`config.mk`:
```
export PLATFORM = sky130hd
export DESIGN_NAME = irq_ack_sequencer_flat
export DESIGN_NICKNAME = d
export VERILOG_FILES = /design/src/rtl/irq_ack_sequencer_if.sv /design/src/rtl/irq_ack_sequencer.sv /design/src/flat_wrapper.sv
export SDC_FILE = /design/constraint.sdc
export NUM_CORES = 1
export LEC_CHECK = 0
export ABC_AREA = 1
export CAP_MARGIN = 20
export CORE_ASPECT_RATIO = 0.8
export CORE_UTILIZATION = 25
export CTS_CLUSTER_DIAMETER = 50
export CTS_CLUSTER_SIZE = 40
export DETAILED_ROUTE_END_ITERATION = 16
export GPL_TIMING_DRIVEN = 0
export PLACE_DENSITY_LB_ADDON = 0.08
export SYNTH_ARGS = -nofsm -noshare
export SYNTH_HDL_FRONTEND = slang
export SYNTH_SLANG_ARGS = --single-unit
```
`constraint.sdc`:
```
create_clock -name clk -period 3.3 [get_ports clk]
set_input_delay 0.66 -clock clk [delete_from_list [all_inputs] [get_ports clk]]
set_output_delay 0.66 -clock clk [all_outputs]
set_load 0.01 [all_outputs]
```
`src/rtl/irq_ack_sequencer_if.sv`:
```
// Host-side handshake of the interrupt acknowledge sequencer: presentation,
// acknowledge and error pulses.
interface irq_ack_sequencer_if;
  logic       irq_valid;
  logic [1:0] irq_grp;
  logic [3:0] irq_chan;
  logic       irq_ack;
  logic       timeout_err;
  logic       chan_err;

  modport master (
    output irq_valid, irq_grp, irq_chan, timeout_err, chan_err,
    input  irq_ack
  );

  modport slave (
    input  irq_valid, irq_grp, irq_chan, timeout_err, chan_err,
    output irq_ack
  );
endinterface

```
`src/rtl/irq_ack_sequencer.sv`:
```
// Latches interrupt source edges into A/B/C pending groups, presents the
// controller's winner to the host one at a time and clears it on acknowledge.
module irq_ack_sequencer #(
  parameter int NCH     = 9,
  parameter int TIMEOUT = 15
) (
  input  logic           clk,
  input  logic           rst_n,
  input  logic [NCH-1:0] src_a,
  input  logic [NCH-1:0] src_b,
  input  logic [NCH-1:0] src_c,
  input  logic [NCH-1:0] en,
  output logic [NCH-1:0] pend_a,
  output logic [NCH-1:0] pend_b,
  output logic [NCH-1:0] pend_c,
  input  logic           pa,
  input  logic           pb,
  input  logic           pc,
  input  logic [3:0]     chan,
  irq_ack_sequencer_if.master host
);

  typedef enum logic [1:0] {IDLE, PRESENT, CLEAR, SETTLE} state_t;

  localparam logic [4:0]     NCH_LIM  = 5'(NCH);
  localparam logic [7:0]     TMO_LAST = 8'(TIMEOUT - 1);
  localparam logic [NCH-1:0] ONE_HOT0 = NCH'(1);

  state_t         state;
  logic [NCH-1:0] prev_a, prev_b, prev_c;
  logic [1:0]     hold_grp;
  logic [3:0]     hold_chan;
  logic [7:0]     tmo_cnt;
  logic [NCH-1:0] clr_a, clr_b, clr_c;

  // Enable-low wins over everything; a fresh edge wins over the clear.
  function automatic logic [NCH-1:0] next_pend(
    input logic [NCH-1:0] pend, input logic [NCH-1:0] src,
    input logic [NCH-1:0] prev, input logic [NCH-1:0] clr,
    input logic [NCH-1:0] ena);
    return ena & ((src & ~prev) | (pend & ~clr));
  endfunction

  function automatic logic [1:0] win_grp(input logic a, input logic b, input logic c);
    return a ? 2'd1 : b ? 2'd2 : c ? 2'd3 : 2'd0;
  endfunction

  always_comb begin
    clr_a = '0;
    clr_b = '0;
    clr_c = '0;
    if (state == CLEAR) begin
      case (hold_grp)
        2'd1:    clr_a = ONE_HOT0 << hold_chan;
        2'd2:    clr_b = ONE_HOT0 << hold_chan;
        2'd3:    clr_c = ONE_HOT0 << hold_chan;
        default: ;
      endcase
    end
  end

  always_ff @(posedge clk or negedge rst_n) begin
    if (!rst_n) begin
      prev_a <= '0;
      prev_b <= '0;
      prev_c <= '0;
      pend_a <= '0;
      pend_b <= '0;
      pend_c <= '0;
    end else begin
      prev_a <= src_a;
      prev_b <= src_b;
      prev_c <= src_c;
      pend_a <= next_pend(pend_a, src_a, prev_a, clr_a, en);
      pend_b <= next_pend(pend_b, src_b, prev_b, clr_b, en);
      pend_c <= next_pend(pend_c, src_c, prev_c, clr_c, en);
    end
  end

  always_ff @(posedge clk or negedge rst_n) begin
    if (!rst_n) begin
      state            <= IDLE;
      hold_grp         <= '0;
      hold_chan        <= '0;
      tmo_cnt          <= '0;
      host.irq_valid   <= 1'b0;
      host.irq_grp     <= '0;
      host.irq_chan    <= '0;
      host.timeout_err <= 1'b0;
      host.chan_err    <= 1'b0;
    end else begin
      host.timeout_err <= 1'b0;
      host.chan_err    <= 1'b0;
      case (state)
        IDLE: begin
          if (pa || pb || pc) begin
            if ({1'b0, chan} >= NCH_LIM) begin
              host.chan_err <= 1'b1;
            end else begin
              state          <= PRESENT;
              hold_grp       <= win_grp(pa, pb, pc);
              hold_chan      <= chan;
              host.irq_valid <= 1'b1;
              host.irq_grp   <= win_grp(pa, pb, pc);
              host.irq_chan  <= chan;
            end
          end
        end
        PRESENT: begin
          // Ack takes precedence over a timeout expiring on the same cycle.
          if (host.irq_ack) begin
            state          <= CLEAR;
            host.irq_valid <= 1'b0;
            host.irq_grp   <= '0;
            host.irq_chan  <= '0;
          end else if (tmo_cnt == TMO_LAST) begin
            state            <= SETTLE;
            host.timeout_err <= 1'b1;
            host.irq_valid   <= 1'b0;
            host.irq_grp     <= '0;
            host.irq_chan    <= '0;
          end else begin
            tmo_cnt <= tmo_cnt + 8'd1;
          end
        end
        CLEAR:  state <= SETTLE;
        SETTLE: begin
          state   <= IDLE;
          tmo_cnt <= '0;
        end
        default: state <= IDLE;
      endcase
    end
  end

endmodule
```
`src/flat_wrapper.sv`:
```
// flat-port wrapper written by rule: the top's interface ports become plain ports
module irq_ack_sequencer_flat 
#(
  parameter int NCH     = 9,
  parameter int TIMEOUT = 15
)
  (clk, rst_n, src_a, src_b, src_c, en, pend_a, pend_b, pend_c, pa, pb, pc, chan, host_irq_valid, host_irq_grp, host_irq_chan, host_timeout_err, host_chan_err, host_irq_ack);
  irq_ack_sequencer_if host_i ();
  input  logic clk;
  input  logic rst_n;
  input  logic [NCH-1:0] src_a;
  input  logic [NCH-1:0] src_b;
  input  logic [NCH-1:0] src_c;
  input  logic [NCH-1:0] en;
  output logic [NCH-1:0] pend_a;
  output logic [NCH-1:0] pend_b;
  output logic [NCH-1:0] pend_c;
  input  logic pa;
  input  logic pb;
  input  logic pc;
  input  logic [3:0] chan;
  output wire logic [$bits(host_i.irq_valid)-1:0] host_irq_valid;
  output wire logic [$bits(host_i.irq_grp)-1:0] host_irq_grp;
  output wire logic [$bits(host_i.irq_chan)-1:0] host_irq_chan;
  output wire logic [$bits(host_i.timeout_err)-1:0] host_timeout_err;
  output wire logic [$bits(host_i.chan_err)-1:0] host_chan_err;
  input wire logic [$bits(host_i.irq_ack)-1:0] host_irq_ack;
  assign host_irq_valid = host_i.irq_valid;
  assign host_irq_grp = host_i.irq_grp;
  assign host_irq_chan = host_i.irq_chan;
  assign host_timeout_err = host_i.timeout_err;
  assign host_chan_err = host_i.chan_err;
  assign host_i.irq_ack = host_irq_ack;
  irq_ack_sequencer #(.NCH(NCH), .TIMEOUT(TIMEOUT)) u_core (.clk(clk), .rst_n(rst_n), .src_a(src_a), .src_b(src_b), .src_c(src_c), .en(en), .pend_a(pend_a), .pend_b(pend_b), .pend_c(pend_c), .pa(pa), .pb(pb), .pc(pc), .chan(chan), .host(host_i));
endmodule
```
==> summary.txt <==
CTS
  • Hold-fix buffers, CTS: 0
  • CTS-repair resized insts: 0
  • Clk_lat worst skew: roughly 0.33 ns
  • Post-CTS setup buffers: 0
  • CTS sink count: 79
  • # H-tree levels: 3
  • Worst-path clk slew: around 0.060 ns
  • CTS tree: built
  • Clock Tree Buf Depth: 2
  • Inserted Clock Buffers: 9
  • Root Driver: clkbuf_16

STA
  • Clk_skew: 0.00395 ns
  • Fin crit share: roughly 58%
  • Max_slew headroom: 63.4%
  • Hold_ws: just over 0.3 ns
  • Final Hold Viols: 0
  • Worst slew pin tran: 0.549 ns
  • Setup TNS: 0 ns
  • Fmax: 527 MHz
  • Max-slew violation count: 0
  • RSZ-0062 raised after global routing: no
  • Finish-stage setup viols: 0
  • Final min period: about 1.9 ns

Pwr
  • P_int: roughly 2.2 mW
  • Switching share of power: 32.8%
  • P per Cell Area: 687 mW/mm²
  • Sequential fraction of design power: 37.9%
  • Worst IR drop on VDD: roughly 0.35 mV
  • Leak Pwr: ~2.2 nW
  • Clock Power Share: 33.3%
  • Switching power: 1.06 mW
  • Combinational fraction of design power: roughly 29%

Die
  • IO Count: 82
  • # rows: 37
  • Die area: 0.0139 mm²
  • Horiz. Die Dim: approximately 130 µm
  • Die height: 106 µm
  • Starting Density: 25.9%
  • Core footprint: roughly 0.013 mm²

Critical path
  • Top Family by Delay on Critical Path: buffers and inverters
  • Crit Path Max Fanout: 2
  • Bufs and invs on worst path: 1
  • Worst setup SP type: flop
  • CP max stage delay: 0.54 ns
  • Critical Path Slowest Stage Cell: clkdlybuf4s50_1
  • Critical Path RT: ~2.6 ns
  • Worst path cell trace: clkdlybuf4s50_1
  • Critical path arrival: 1.24 ns
  • CP Capture Type: output port
  • Kind of critical path: reg -> out

Cells and area
  • Layout cells sized above 1: ~5.1%
  • Synth-to-layout area growth: 40.9%
  • Fillers: between 1,000 and 1,500
  • Post-route insts no fill: 649
  • ANT cells: 0
  • Cell area after layout: roughly 0.0047 mm²
  • Final #Nets: between 500 and 600

Place
  • Placed Instance Area: 0.00440 mm²
  • Port Buffer Count: 81
  • Placed instance count: 633
  • Dpl hpwl: about 6.2 mm
  • Placer congestion estimate: slightly below 0.7

Hold path
  • Worst min path class: in -> async

Logic synthesis
  • Post-Syn Area per Cell: around 9 µm²
  • Area leader, netlist: dfrtp_1
  • Post-synthesis sequential area ratio: between 50 and 60%
  • Gate Count Post-Synth: about 380
  • Top-area cell type share of the netlist area: between 50% and 60%
  • Synth top area cells: dfrtp_1 59%, nand2_1 11%, inv_1 6.5%
  • Post-synth net total: between 400 and 500
  • Post-synth cell types: 22
  • Seq cells post-synth: between 70 and 80
  • Synthesis Warnings: 0
  • Post-Synthesis Cell Area: 0.00335 mm²

Routing
  • Antenna Nets Post-Route: 0
  • Residual DRC: 0
  • Iter 0 DRT Violations: 89
  • Detailed Route WL: approximately 8.5 mm
  • Vias: between 2,000 and 3,000
  • DR WL/cell: around 13 µm
  • Initial DRT Pass Iterations: 4
  • Vias/cell: around 4.2

Flow run
  • MaxCap Viol Count: 0

Run status
  • Outcome: finished clean

GRT
  • Gr ovfl total: 0
  • Initial antenna violation count: 0
  • Wire length of the first global-routing pass: between 10 and 15 mm
  • Total GRT Usage: about an eighth
  • Largest net degree at the start of global routing: between 40 and 50
  • Vias in the first global route: 2,813
[state kept, by name (all words and copies together), names as in the netlist]
register                 count
u_core.prev_c                9
u_core.state                 2
u_core.host.chan_err         1
u_core.pend_b                9
u_core.host.irq_grp          2
u_core.host.irq_valid        1
u_core.host.irq_chan         4
u_core.prev_b                9
u_core.prev_a                9
u_core.hold_chan             4
u_core.pend_c                9
u_core.host.timeout_err      1
u_core.hold_grp              2
u_core.tmo_cnt               8
u_core.pend_a                9
[final timing paths]
path	start	endpoint	slack [ns]	cells past startpoint
min	rst_n	u_core.host.irq_grp[0]	0.31	1
max	u_core.pend_a[1]	pend_a[1]	1.40	1
min in group clk	u_core.host.irq_valid	u_core.host.irq_valid	0.47	2
max reg2reg	u_core.state[1]	u_core.host.irq_grp[0]	1.51	9
min reg2reg	u_core.host.irq_valid	u_core.host.irq_valid	0.47	2
max in group asynchronous	rst_n	u_core.prev_b[7]	2.38	2
[power groups by stage]
stage / Combinational, mW / Sequential [mW] / Clock, mW
2_1_floorplan: 0.539 / 1.26 / 0
3_3_place_gp: 0.934 / 1.25 / 0
3_5_place_dp: 0.950 / 1.25 / 0
4_1_cts: 0.952 / 1.23 / 1.12
5_1_grt: 1.06 / 1.25 / 1.15
6_report: 0.934 / 1.23 / 1.08
[final cells by class]
type,instances,area [µm²],share of cell area (%)
timing repair buffer,82,828,17.5
buffer,4,27.5,0.583
clock buffer,11,243,5.14
clock inverter,5,81.3,1.72
tap,175,219,4.63
multi-input combinational,235,1130,23.9
inverter,58,218,4.61
sequential,79,1980,41.8
[stage by stage]
step | total power [mW] | setup WS (ns) | utilization, %
finish | 3.25 | 1.40 | 36.4
global placement | 2.18 | -1.50 | 33.8
detailed placement | 2.20 | 1.15 | 33.9
global route | 3.47 | 1.32 | 36.4
CTS | 3.30 | 1.38 | 36.4
floorplan | 1.80 | 1.80 | -
[placed cells by master (no fill, tap or decap), types with 2 or more instances in the layout]
master           count
a21oi_1             29
bufinv_16            2
clkbuf_1             3
clkbuf_16            9
clkdlybuf4s50_1     80
dfrtp_1             79
ha_1                 7
inv_1               58
nand2_1             99
nand3_1             18
nand4_1              7
nor2_1              28
o21ai_0             34
o21ai_1              2
o21bai_1             2
xnor2_1              2
[synth_stat cells]
cell and number:
nand4_1 7, o21bai_1 2, o21ai_1 2, xnor2_1 2
nand3_4 1, o21ai_4 1, nand2_1 99, buf_2 1
nand2_4 1, nand3_1 18, a21oi_1 29, inv_1 58
nor2_2 1, clkbuf_1 2, nor3_1 1, nand3_2 1
dfrtp_1 79, xor2_1 1, buf_8 1, ha_1 7
o21ai_0 34, nor2_1 28
[worst register-to-register path: stages, from the launching register on]
cell and delay, ns:
dfrtp_1 0.41, inv_1 0.14, ha_1 0.30, inv_1 0.17, nand2_1 0.09, nand2_1 0.06
inv_1 0.23, nand3_4 0.15, nand2_1 0.09, nand2_1 0.05
[kinds of logic after synthesis]
kind of cell | share of synthesized area [%]
buffers and inverters | 7.31
AOI/OAI and AO/OA | 10.6
adders and majority gates | 2.61
xor gates and xnor gates | 0.784
and+or+nand+nor | 19.7
DFF | 59.0
[layer usage]
metal | wire length, µm | track usage (%) | up-vias | part of all wire, %
li1 | - | - | 1380 | -
met1 | 4340 | 17.7 | 1280 | 51
met2 | 3720 | 20.2 | 55 | 44
met3 | 317 | 3.51 | 7 | 3.8
met4 | 74 | 3.99 | 0 | 0.88
met5 | 0 | 0 | - | 0
Power figures use the tool's default switching activity.
